<file path="src/rtl/skintone_pkg.sv">
// Skin-tone chroma model constants shared by the mean chroma pipeline.
// Slopes are unsigned Q0.9 fractions; centres are integer chroma levels.
package skintone_pkg;

    localparam int K_L   = 125;
    localparam int K_H   = 188;
    localparam int Y_MIN = 16;
    localparam int Y_MAX = 235;
    localparam int CB_C  = 108;
    localparam int CR_C  = 154;
    localparam int CB_SL = 47;
    localparam int CB_SH = 109;
    localparam int CR_SL = 47;
    localparam int CR_SH = 240;

    typedef enum logic [1:0] {
        LOW,
        MID,
        HIGH
    } region_t;

endpackage

</file>
<file path="src/rtl/mean_chroma_pipe_if.sv">
// Stream bundle for mean_chroma_pipe: luma/tag in, chroma centres/tag out.
// The slave modport is the pipeline side; master is the source/sink side.
interface mean_chroma_pipe_if #(
    parameter int Y_W    = 8,
    parameter int FRAC_W = 9,
    parameter int TAG_W  = 16
) ();

    localparam int OUT_W = 9 + FRAC_W;

    logic [Y_W-1:0]   y_in;
    logic [TAG_W-1:0] tag_in;
    logic             in_valid;
    logic             in_ready;
    logic [OUT_W-1:0] mean_cb;
    logic [OUT_W-1:0] mean_cr;
    logic [TAG_W-1:0] tag_out;
    logic             out_valid;
    logic             out_ready;

    modport master (
        output y_in, tag_in, in_valid, out_ready,
        input  in_ready, mean_cb, mean_cr, tag_out, out_valid
    );

    modport slave (
        input  y_in, tag_in, in_valid, out_ready,
        output in_ready, mean_cb, mean_cr, tag_out, out_valid
    );

endinterface

</file>
<file path="src/rtl/mean_chroma_lane.sv">
// One chroma channel: S2 multiplies delta by the region slope, S3 offsets
// the centre up or down by that product. Both stages hold while en is low.
module mean_chroma_lane
    import skintone_pkg::*;
#(
    parameter int Y_W        = 8,
    parameter int FRAC_W     = 9,
    parameter int CENTRE     = 0,
    parameter int LOW_SLOPE  = 0,
    parameter int HIGH_SLOPE = 0,
    parameter bit LOW_SUB    = 1'b0,
    parameter bit HIGH_SUB   = 1'b0
) (
    input  logic                clk,
    input  logic                rst,
    input  logic                en,
    input  region_t             region,
    input  logic [Y_W-1:0]      delta,
    output logic [9+FRAC_W-1:0] mean
);

    localparam int OUT_W  = 9 + FRAC_W;
    localparam int PROD_W = Y_W + FRAC_W;
    localparam int SUM_W  = ((OUT_W > PROD_W) ? OUT_W : PROD_W) + 1;

    localparam logic [PROD_W-1:0] LOW_SLOPE_V  = PROD_W'(LOW_SLOPE);
    localparam logic [PROD_W-1:0] HIGH_SLOPE_V = PROD_W'(HIGH_SLOPE);
    localparam logic [SUM_W-1:0]  CENTRE_V     = SUM_W'(CENTRE);

    logic [PROD_W-1:0]      prod_q;
    logic                   sub_q;
    logic [SUM_W-1:0]       sum;
    logic [SUM_W-OUT_W-1:0] sum_unused_msb;

    // MID carries a zero product, so the output lands exactly on the centre.
    always_ff @(posedge clk) begin
        if (en) begin
            unique case (region)
                LOW: begin
                    prod_q <= PROD_W'(delta) * LOW_SLOPE_V;
                    sub_q  <= LOW_SUB;
                end
                HIGH: begin
                    prod_q <= PROD_W'(delta) * HIGH_SLOPE_V;
                    sub_q  <= HIGH_SUB;
                end
                default: begin
                    prod_q <= '0;
                    sub_q  <= 1'b0;
                end
            endcase
        end
    end

    always_comb begin
        sum = sub_q ? (CENTRE_V - SUM_W'(prod_q)) : (CENTRE_V + SUM_W'(prod_q));
    end

    assign sum_unused_msb = sum[SUM_W-1:OUT_W];

    always_ff @(posedge clk) begin
        if (rst) begin
            mean <= '0;
        end else if (en) begin
            mean <= sum[OUT_W-1:0];
        end
    end

endmodule

</file>
<file path="src/rtl/mean_chroma_pipe.sv">
// Three-stage pipeline mapping luma to skin-tone Cb/Cr cluster centres.
// Define MEAN_CHROMA_CLAMP_EN to clamp luma to [Y_MIN, Y_MAX] before classification.
module mean_chroma_pipe
    import skintone_pkg::*;
#(
    parameter int Y_W    = 8,
    parameter int FRAC_W = 9,
    parameter int TAG_W  = 16
) (
    input logic               clk,
    input logic               rst,
    mean_chroma_pipe_if.slave bus
);

    logic             advance;
    logic [Y_W-1:0]   y_eff;
    region_t          region_c;
    logic [Y_W-1:0]   delta_c;

    logic             s1_valid;
    logic             s2_valid;
    logic             s3_valid;
    region_t          s1_region;
    logic [Y_W-1:0]   s1_delta;
    logic [TAG_W-1:0] s1_tag;
    logic [TAG_W-1:0] s2_tag;
    logic [TAG_W-1:0] s3_tag;

    // One global enable: the whole pipe freezes while the output is held.
    assign advance       = !s3_valid || bus.out_ready;
    assign bus.in_ready  = advance;
    assign bus.out_valid = s3_valid;
    assign bus.tag_out   = s3_tag;

`ifdef MEAN_CHROMA_CLAMP_EN
    always_comb begin
        y_eff = bus.y_in;
        if (bus.y_in < Y_W'(Y_MIN)) begin
            y_eff = Y_W'(Y_MIN);
        end else if (bus.y_in > Y_W'(Y_MAX)) begin
            y_eff = Y_W'(Y_MAX);
        end
    end
`else
    assign y_eff = bus.y_in;
`endif

    always_comb begin
        region_c = MID;
        delta_c  = '0;
        if (y_eff < Y_W'(K_L)) begin
            region_c = LOW;
            delta_c  = Y_W'(K_L) - y_eff;
        end else if (y_eff > Y_W'(K_H)) begin
            region_c = HIGH;
            delta_c  = y_eff - Y_W'(K_H);
        end
    end

    always_ff @(posedge clk) begin
        if (rst) begin
            s1_valid <= 1'b0;
            s2_valid <= 1'b0;
            s3_valid <= 1'b0;
        end else if (advance) begin
            s1_valid <= bus.in_valid;
            s2_valid <= s1_valid;
            s3_valid <= s2_valid;
        end
    end

    always_ff @(posedge clk) begin
        if (advance) begin
            s1_region <= region_c;
            s1_delta  <= delta_c;
            s1_tag    <= bus.tag_in;
            s2_tag    <= s1_tag;
        end
    end

    always_ff @(posedge clk) begin
        if (rst) begin
            s3_tag <= '0;
        end else if (advance) begin
            s3_tag <= s2_tag;
        end
    end

    mean_chroma_lane #(
        .Y_W        (Y_W),
        .FRAC_W     (FRAC_W),
        .CENTRE     (CB_C * (2 ** FRAC_W)),
        .LOW_SLOPE  (CB_SL),
        .HIGH_SLOPE (CB_SH),
        .LOW_SUB    (1'b0),
        .HIGH_SUB   (1'b0)
    ) u_cb_lane (
        .clk    (clk),
        .rst    (rst),
        .en     (advance),
        .region (s1_region),
        .delta  (s1_delta),
        .mean   (bus.mean_cb)
    );

    // Cr falls below its centre for dark skin and rises above it for bright skin.
    mean_chroma_lane #(
        .Y_W        (Y_W),
        .FRAC_W     (FRAC_W),
        .CENTRE     (CR_C * (2 ** FRAC_W)),
        .LOW_SLOPE  (CR_SL),
        .HIGH_SLOPE (CR_SH),
        .LOW_SUB    (1'b1),
        .HIGH_SUB   (1'b0)
    ) u_cr_lane (
        .clk    (clk),
        .rst    (rst),
        .en     (advance),
        .region (s1_region),
        .delta  (s1_delta),
        .mean   (bus.mean_cr)
    );

endmodule

</file>
<file path="src/flat_wrapper.sv">
// flat-port wrapper written by rule: the top's interface ports become plain ports
module mean_chroma_pipe_flat import skintone_pkg::*;
#(
    parameter int Y_W    = 8,
    parameter int FRAC_W = 9,
    parameter int TAG_W  = 16
)
  (clk, rst, bus_y_in, bus_tag_in, bus_in_valid, bus_out_ready, bus_in_ready, bus_mean_cb, bus_mean_cr, bus_tag_out, bus_out_valid);
  mean_chroma_pipe_if #(.Y_W(Y_W), .FRAC_W(FRAC_W), .TAG_W(TAG_W)) bus_i ();
  input logic clk;
  input logic rst;
  input wire logic [$bits(bus_i.y_in)-1:0] bus_y_in;
  input wire logic [$bits(bus_i.tag_in)-1:0] bus_tag_in;
  input wire logic [$bits(bus_i.in_valid)-1:0] bus_in_valid;
  input wire logic [$bits(bus_i.out_ready)-1:0] bus_out_ready;
  output wire logic [$bits(bus_i.in_ready)-1:0] bus_in_ready;
  output wire logic [$bits(bus_i.mean_cb)-1:0] bus_mean_cb;
  output wire logic [$bits(bus_i.mean_cr)-1:0] bus_mean_cr;
  output wire logic [$bits(bus_i.tag_out)-1:0] bus_tag_out;
  output wire logic [$bits(bus_i.out_valid)-1:0] bus_out_valid;
  assign bus_i.y_in = bus_y_in;
  assign bus_i.tag_in = bus_tag_in;
  assign bus_i.in_valid = bus_in_valid;
  assign bus_i.out_ready = bus_out_ready;
  assign bus_in_ready = bus_i.in_ready;
  assign bus_mean_cb = bus_i.mean_cb;
  assign bus_mean_cr = bus_i.mean_cr;
  assign bus_tag_out = bus_i.tag_out;
  assign bus_out_valid = bus_i.out_valid;
  mean_chroma_pipe #(.Y_W(Y_W), .FRAC_W(FRAC_W), .TAG_W(TAG_W)) u_core (.clk(clk), .rst(rst), .bus(bus_i));
endmodule
</file>
<file path="config.mk">
export PLATFORM = sky130hd
export DESIGN_NAME = mean_chroma_pipe_flat
export DESIGN_NICKNAME = d
export VERILOG_FILES = /design/src/rtl/skintone_pkg.sv /design/src/rtl/mean_chroma_pipe_if.sv /design/src/rtl/mean_chroma_lane.sv /design/src/rtl/mean_chroma_pipe.sv /design/src/flat_wrapper.sv
export SDC_FILE = /design/constraint.sdc
export NUM_CORES = 1
export LEC_CHECK = 0
export ABC_AREA = 1
export BUFFER_PORTS_ARGS = -buffer_cell sky130_fd_sc_hd__buf_2
export CAP_MARGIN = 20
export CORE_ASPECT_RATIO = 1.2
export CORE_MARGIN = 2
export CORE_UTILIZATION = 35
export CTS_CLUSTER_SIZE = 40
export DETAILED_ROUTE_END_ITERATION = 10
export GPL_TIMING_DRIVEN = 0
export PLACE_DENSITY = 0.63
export SLEW_MARGIN = 20
export SYNTH_ARGS = -nofsm -noshare
export SYNTH_HDL_FRONTEND = slang
export SYNTH_HIERARCHICAL = 1
export SYNTH_SLANG_ARGS = --single-unit
</file>
<file path="constraint.sdc">
create_clock -name clk -period 3.9 [get_ports clk]
set_clock_uncertainty 0.05 [all_clocks]
set_input_delay 1.17 -clock clk [delete_from_list [all_inputs] [get_ports clk]]
set_output_delay 1.17 -clock clk [all_outputs]
set_load 0.01 [all_outputs]
</file>
==> results of run 1 <==
area by class of cell:
cell class                      count  area (um^2)  share of cell area
Multi-Input combinational cell    801         5572              0.4851
Inverter                          219        825.8             0.07190
Buffer                             19        140.1             0.01220
Timing Repair Buffer              100        581.8             0.05066
Clock buffer                       19        464.2             0.04042
Clock inverter                     13        172.7             0.01503
Sequential cell                   128         3303              0.2876
Tap cell                          340        425.4             0.03704
critical path: cells and delay by family, from the launching register on:
kind / cells / cell delay, ps
adder cells (fa/ha/maj): 5 / 2060
buffers and inverters: 5 / 230
flip-flops: 1 / 520
AND/OR/NAND/NOR: 8 / 650
metal layers:
metal | vias up | global-route usage
met5 | - | 0
met4 | 0 | 0.05615
met3 | 23 | 0.02155
met2 | 126 | 0.2857
met1 | 3542 | 0.1859
li1 | 3997 | -
cells in the mapped netlist, types with 6 or more instances:
| master | n | area, um^2 |
|---|---|---|
| a21oi_1 | 76 | 380.4 |
| buf_2 | 6 | 30.03 |
| dfxtp_1 | 54 | 1081 |
| edfxtp_1 | 74 | 2222 |
| fa_1 | 52 | 1041 |
| ha_1 | 112 | 1401 |
| inv_1 | 216 | 810.8 |
| nand2_1 | 261 | 979.7 |
| nand3_1 | 74 | 370.4 |
| nand4_1 | 13 | 81.33 |
| nor2_1 | 90 | 337.8 |
| nor2_2 | 11 | 68.82 |
| o21ai_0 | 39 | 195.2 |
| o22ai_1 | 6 | 37.54 |
| xor2_1 | 10 | 87.58 |
cell families after synthesis:
family          Yosys count  synth area share
fa+ha+maj               164            0.2523
simple gates            475            0.2105
flops                   128            0.3412
xor+xnor                 15           0.01357
buf+inv                 238           0.09914
compound gates          146           0.08285
other cells               1         0.0003874
worst min-delay path by stage:
stage	endpoint	slack, ps	from	cells past startpoint
after global routing	u_core/s2_tag[0]$_DFFE_PP_	370	u_core/s1_tag[0]$_DFFE_PP_	0
after floorplan	u_core/s2_tag[0]$_DFFE_PP_	350	u_core/s1_tag[0]$_DFFE_PP_	0
final	u_core/s2_tag[10]$_DFFE_PP_	370	u_core/s1_tag[10]$_DFFE_PP_	0
after CTS	u_core/s2_tag[14]$_DFFE_PP_	370	u_core/s1_tag[14]$_DFFE_PP_	0
after global placement	u_core/s2_tag[3]$_DFFE_PP_	350	u_core/s1_tag[3]$_DFFE_PP_	0
after detailed placement	u_core/s2_tag[10]$_DFFE_PP_	350	u_core/s1_tag[10]$_DFFE_PP_	0
stage by stage:
stage                       util  worst slack, ps  hold WS, ps
final                     0.4227            139.3        367.1
after global routing      0.4227           -46.80        370.7
after CTS                 0.4158           -42.36        367.9
after detailed placement  0.3878           -463.8        354.5
after global placement    0.3867           -559.4        351.4
after floorplan                -            25.07        350.3
flip-flops by register name, summed over array words and instances (netlist names):
signal and cells:
u_core/bus.out_valid 1, u_core/bus.tag_out 16, u_core/s1_delta 8, u_core/s1_region 2, u_core/s1_tag 16, u_core/s1_valid 1
u_core/s2_tag 16, u_core/s2_valid 1, u_core/u_cb_lane/mean 17, u_core/u_cb_lane/prod_q 15, u_core/u_cr_lane/mean 18, u_core/u_cr_lane/prod_q 16
u_core/u_cr_lane/sub_q 1
power by group through the flow:
stage                     Sequential, mW  Combinational (mW)  Clock, mW
after global placement              1.94                3.40          0
after CTS                           1.88                3.54       1.76
final                               1.87                3.81       1.71
after detailed placement            1.94                3.43          0
after global routing                1.91                4.40       1.80
after floorplan                     1.94                2.59          0
what timing repair did:
action	4_1_cts	5_1_grt
endpoints found under the setup margin	15	13
pin swaps	0	12
resized for setup	1	37
hold buffers	0	0
buffers inserted	16	3
placed cells by master, fill, tap and decap left out, drive strengths merged:
cell type	instances
a211oi	5
a21o	5
a21oi	77
a22o	2
a31oi	2
buf	114
bufinv	3
clkbuf	23
clkinv	2
clkinvlp	4
conb	1
dfxtp	54
dlygate4sd1	1
edfxtp	74
fa	52
ha	112
inv	223
nand2	266
nand3	78
nand3b	4
nand4	13
nor2	104
nor3	5
o211ai	2
o21ai	44
o21bai	2
o221ai	1
o22ai	6
or2	5
xnor2	5
xor2	10
==> results.tsv, run 1 <==
metric	value	unit
total power	7.392	mW
Tot GR Track Use	0.1556	
Final Instance Area	11480	um^2
Syn Inst Count	1167	
Worst EP required	4030	ps
Rows	66	
Clk pwr share	0.231	
unrepaired setup endpoints after global routing	true	
Setup violations, final	0	
cell repeated most along the worst path	nand2_1	
1st-iter DRT viols	433	
synthesized net count	1359	
total negative slack	0	ps
initial antenna violation count	0	
Cell Count, Final, Fillers Out	1639	
clock sinks	128	
outcome	finished clean	
Wirelength per Cell	13.10	um
global placement routability congestion	0.9432	
CTS Buf Count	17	
Cell Area, Placed	10540	um^2
Die Height	186.2	um
die width	155.8	um
Core ar.	27170	um^2
PortBufs	80	
first-pass GRT wire length	36340	um
grt ovf	0	
Synth Cell Area	9681	um^2
Die Area	29010	um^2
DRT Wirelength	21460	um
Int Power	4.315	mW
Critical Path End	u_core/u_cb_lane/prod_q[10]$_DFFE_PP_	
clk slew on worst S/H paths	60	ps
layout cells sized above 1	0.1609	
Worst setup SP type	register	
#FFs+latches synth	128	
vias in the first global route	7834	
crit path time final	3761	ps
nature of the critical path endpoint	register	
Top Ports	82	
Distinct cells, synth	43	
Hold Fails Final Rpt	0	
DP HPWL	16300	um
largest net degree at the start of global routing	49	
# diodes	0	
Highest Signal Layer	met4	
fin nets	1478	
met3 routed WL	530	um
fmax	0.2659	GHz
TritonCTS clock tree	yes	
clk_lat worst skew	430	ps
sw power	3.077	mW
filler instances	2677	
slowest cell delay on critical path	540	ps
drt first pass iters	5	
Max H-tree Level	4	
RR Startpoint	u_core/s1_delta[5]$_DFFE_PP_	
crit path DAT	3900	ps
asr flop ratio synth	0	
Ys Warns	6	
Pleak	5.880	nW
DRC	0	
Flop pwr share	0.254	
antenna-violating nets left	0	
Worst VDD drop	0.3132	mV
post-route clock period utilization	0.9643	
reg2reg setup slack	140	ps
crit path from	u_core/s1_delta[5]$_DFFE_PP_	
Post-synth EDFFs	74	
Synth Area per Inst	8.295	um^2
CTS root buffer	clkbuf_16	
synth-to-layout area growth	18.64	%
Max-cap violations	0	
ys flop type	edfxtp_1	
slowest CP cell	fa_1	
Cells after DPL	1588	
met2 WL	10870	um
WS Path Type	reg -> reg	
power share of the combinational group	0.515	
Final Slew Violations	0	
Power Density	643.7	nW/um^2
cells on worst reg2reg path	18	
Clock Path Buffers	2	
Hold Crit Class	reg -> reg	
vias per cell	4.691	
part of the Yosys area used for sequential elements	0.3412	
switch share	0.4162	
worst-path maximum fanout	4	
via count	7688	
initial core utilization	0.3563	
R2R Path End	u_core/u_cb_lane/prod_q[10]$_DFFE_PP_	
Metal-1 WL	9736	um
worst path cell trace	ha_4 -> inv_2 -> fa_1 -> inv_1 -> fa_1 -> inv_2 -> fa_1 -> inv_2 -> ha_4 -> nand2_2 -> nand2_2 -> nand2_1 -> nand2_1 -> inv_1 -> nand2_2 -> or2_1 -> nand2_1 -> nand2_1	
(Power assumes the default switching activity.)
==> run 2, diff against run 1 <==
--- a/config.mk
+++ b/config.mk
@@ -14,7 +14,7 @@
 export CTS_CLUSTER_SIZE = 40
 export DETAILED_ROUTE_END_ITERATION = 10
 export GPL_TIMING_DRIVEN = 0
-export PLACE_DENSITY = 0.63
+export PLACE_DENSITY = 0.61
 export SLEW_MARGIN = 20
 export SYNTH_ARGS = -nofsm -noshare
 export SYNTH_HDL_FRONTEND = slang
==> constraint.sdc (replaced) <==
create_clock -name clk -period 4.09 [get_ports clk]
set_clock_uncertainty 0.05 [all_clocks]
set_input_delay 1.227 -clock clk [delete_from_list [all_inputs] [get_ports clk]]
set_output_delay 1.227 -clock clk [all_outputs]
set_load 0.01 [all_outputs]
==> results.tsv, run 2 (same netlist as run 1, synthesis figures left out) <==
metric	value	unit	change
clk slew on worst S/H paths	60	ps	about the same
commonest non-fill, non-tap cell in the layout	nand2_1		
# diodes	0		unchanged
initial antenna violation count	0		unchanged
crit path DAT	4060	ps	+160 ps
global routing usage on met3	0.02549		+0.003939
CTS root buffer	clkbuf_16		
Hold Crit Class	reg -> reg		
DRT Wirelength	21030	um	-2.0%
Worst Hold Slack	366.7	ps	-0.3950 ps
largest net degree at the start of global routing	45		-8.2%
DP HPWL	16410	um	+0.69%
Top Usage Layer GRT	met2		
leading registers by flop count	u_core/u_cr_lane/mean (18), u_core/u_cb_lane/mean (17)		
WS Path Type	reg -> reg		
clock sinks	128		unchanged
Core ar.	27170	um^2	unchanged
vias per cell	4.684		-0.14%
Max H-tree Level	4		unchanged
Cells after DPL	1588		unchanged
1st-iter DRT viols	346		-20%
Die Height	186.2	um	unchanged
hold_buf cts	0		unchanged
commonest cells after routing, fill and taps aside	nand2_1 (260), inv_1 (216), ha_1 (107), nor2_1 (89), buf_2 (85)		
drt first pass iters	5		unchanged
CTS Buf Count	17		unchanged
R2R Path End	u_core/u_cr_lane/prod_q[7]$_DFFE_PP_		
PortBufs	80		unchanged
total power	6.654	mW	-10%
Worst VDD drop	0.2971	mV	-5.2%
Final Slew Violations	0		unchanged
crit path from	u_core/s1_delta[4]$_DFFE_PP_		
Pleak	5.826	nW	-0.92%
cells on worst reg2reg path	11		-7
layout cells sized above 1	0.1404		-0.02046
Final Instance Area	11250	um^2	-2.0%
Global Route met2 Usage	0.2777		-0.007965
TritonCTS clock tree	yes		
Worst setup SP type	register		
filler instances	2694		+0.64%
Wirelength per Cell	12.86	um	-1.8%
Power Density	591.3	nW/um^2	-8.1%
synth-to-layout area growth	16.25	%	
fmax	0.2532	GHz	-4.8%
unrepaired setup endpoints after global routing	true		
first-pass GRT wire length	36070	um	-0.72%
Top Ports	82		unchanged
grt ovf	0		unchanged
Cell Area, Placed	10530	um^2	about the same
max reg flops	18		unchanged
vias in the first global route	7678		-2.0%
Hold Fails Final Rpt	0		unchanged
met1 usage	0.1887		+0.002748
Setup violations, final	0		unchanged
post-route clock period utilization	0.9656		+0.001279
Largest Register	u_core/u_cr_lane/mean		
nature of the critical path endpoint	register		
crit path time final	3949	ps	+188.4 ps
outcome	finished clean		
worst-path maximum fanout	5		+1
global placement routability congestion	0.8974		-4.9%
Cell Count, Final, Fillers Out	1636		-0.18%
die width	155.8	um	unchanged
reg2reg setup slack	140	ps	about the same
Rows	66		unchanged
Tot GR Track Use	0.1545		-0.001163
Worst-Margin Slew	510.6	ps	
clk_lat worst skew	420	ps	about the same
Max-cap violations	0		unchanged
Rel. slew slack	0.6596		
initial core utilization	0.3563		unchanged
DRC	0		unchanged
via count	7663		-0.33%
antenna-violating nets left	0		unchanged
Clock Path Buffers	2		unchanged
fin nets	1475		-0.20%
Critical Path End	u_core/u_cr_lane/prod_q[7]$_DFFE_PP_		
Die Area	29010	um^2	unchanged
RR Startpoint	u_core/s1_delta[4]$_DFFE_PP_		
Worst EP required	4200	ps	+170 ps
run 2: critical path, stage by stage (launching register included):
cell      delay (ps)
edfxtp_1         500
inv_1            180
fa_1             580
fa_1             530
fa_1             540
inv_1             40
ha_1             360
a21oi_1          300
o21ai_2          130
or2_2            280
nand3_1           90
o21ai_0           90
run 2: how the worst min path moves through the flow:
stage                                startpoint                     endpoint  slack (ps)  cells past startpoint
global placement    u_core/s1_tag[15]$_DFFE_PP_  u_core/s2_tag[15]$_DFFE_PP_         350                      0
global route         u_core/s1_tag[8]$_DFFE_PP_   u_core/s2_tag[8]$_DFFE_PP_         380                      0
detailed placement  u_core/s1_tag[10]$_DFFE_PP_  u_core/s2_tag[10]$_DFFE_PP_         350                      0
CTS                 u_core/s1_tag[10]$_DFFE_PP_  u_core/s2_tag[10]$_DFFE_PP_         370                      0
floorplan            u_core/s1_tag[0]$_DFFE_PP_   u_core/s2_tag[0]$_DFFE_PP_         350                      0
finish               u_core/s1_tag[8]$_DFFE_PP_   u_core/s2_tag[8]$_DFFE_PP_         370                      0
run 2: repair_timing:
item / 4_1_cts / 5_1_grt
cloned: 0 / 0
setup buffers: 12 / 4
setup endpoints to repair: 14 / 14
resized for setup: 0 / 9
pin swaps: 0 / 0
run 2: area by class of cell:
class                   instances  area (um^2)  area share
multi-input cells             801         5485      0.4874
flip-flops and latches        128         3303      0.2935
inverters                     219        822.0     0.07305
repair buffers                 97        544.3     0.04837
clock buffers                  18        429.2     0.03814
well taps                     340        425.4     0.03780
plain buffers                  19        140.1     0.01245
clock inverters                14        103.9    0.009228
run 2: power breakdown:
part	total, mW	switching [mW]	internal [mW]	leakage, nW
registers	1.79	0.139	1.65	1.26
logic	3.49	2.13	1.36	4.29
clock network	1.37	0.591	0.783	0.268
total	6.65	2.86	3.79	5.83
run 2: stage by stage:
step           utilization  TNS (ps)  setup WS [ps]
2_1_floorplan            -         0          215.1
3_3_place_gp        0.3867     -2338         -505.3
3_5_place_dp        0.3875     -2171         -314.4
4_1_cts             0.4105         0          43.72
5_1_grt             0.4142    -32.42         -16.51
6_report            0.4142         0          140.9
run 2: layer usage:
metal / vias to the layer above / routed length (um)
li1: 3988 / -
met1: 3491 / 9491
met2: 157 / 10440
met3: 27 / 693
met4: 0 / 404
met5: - / 0
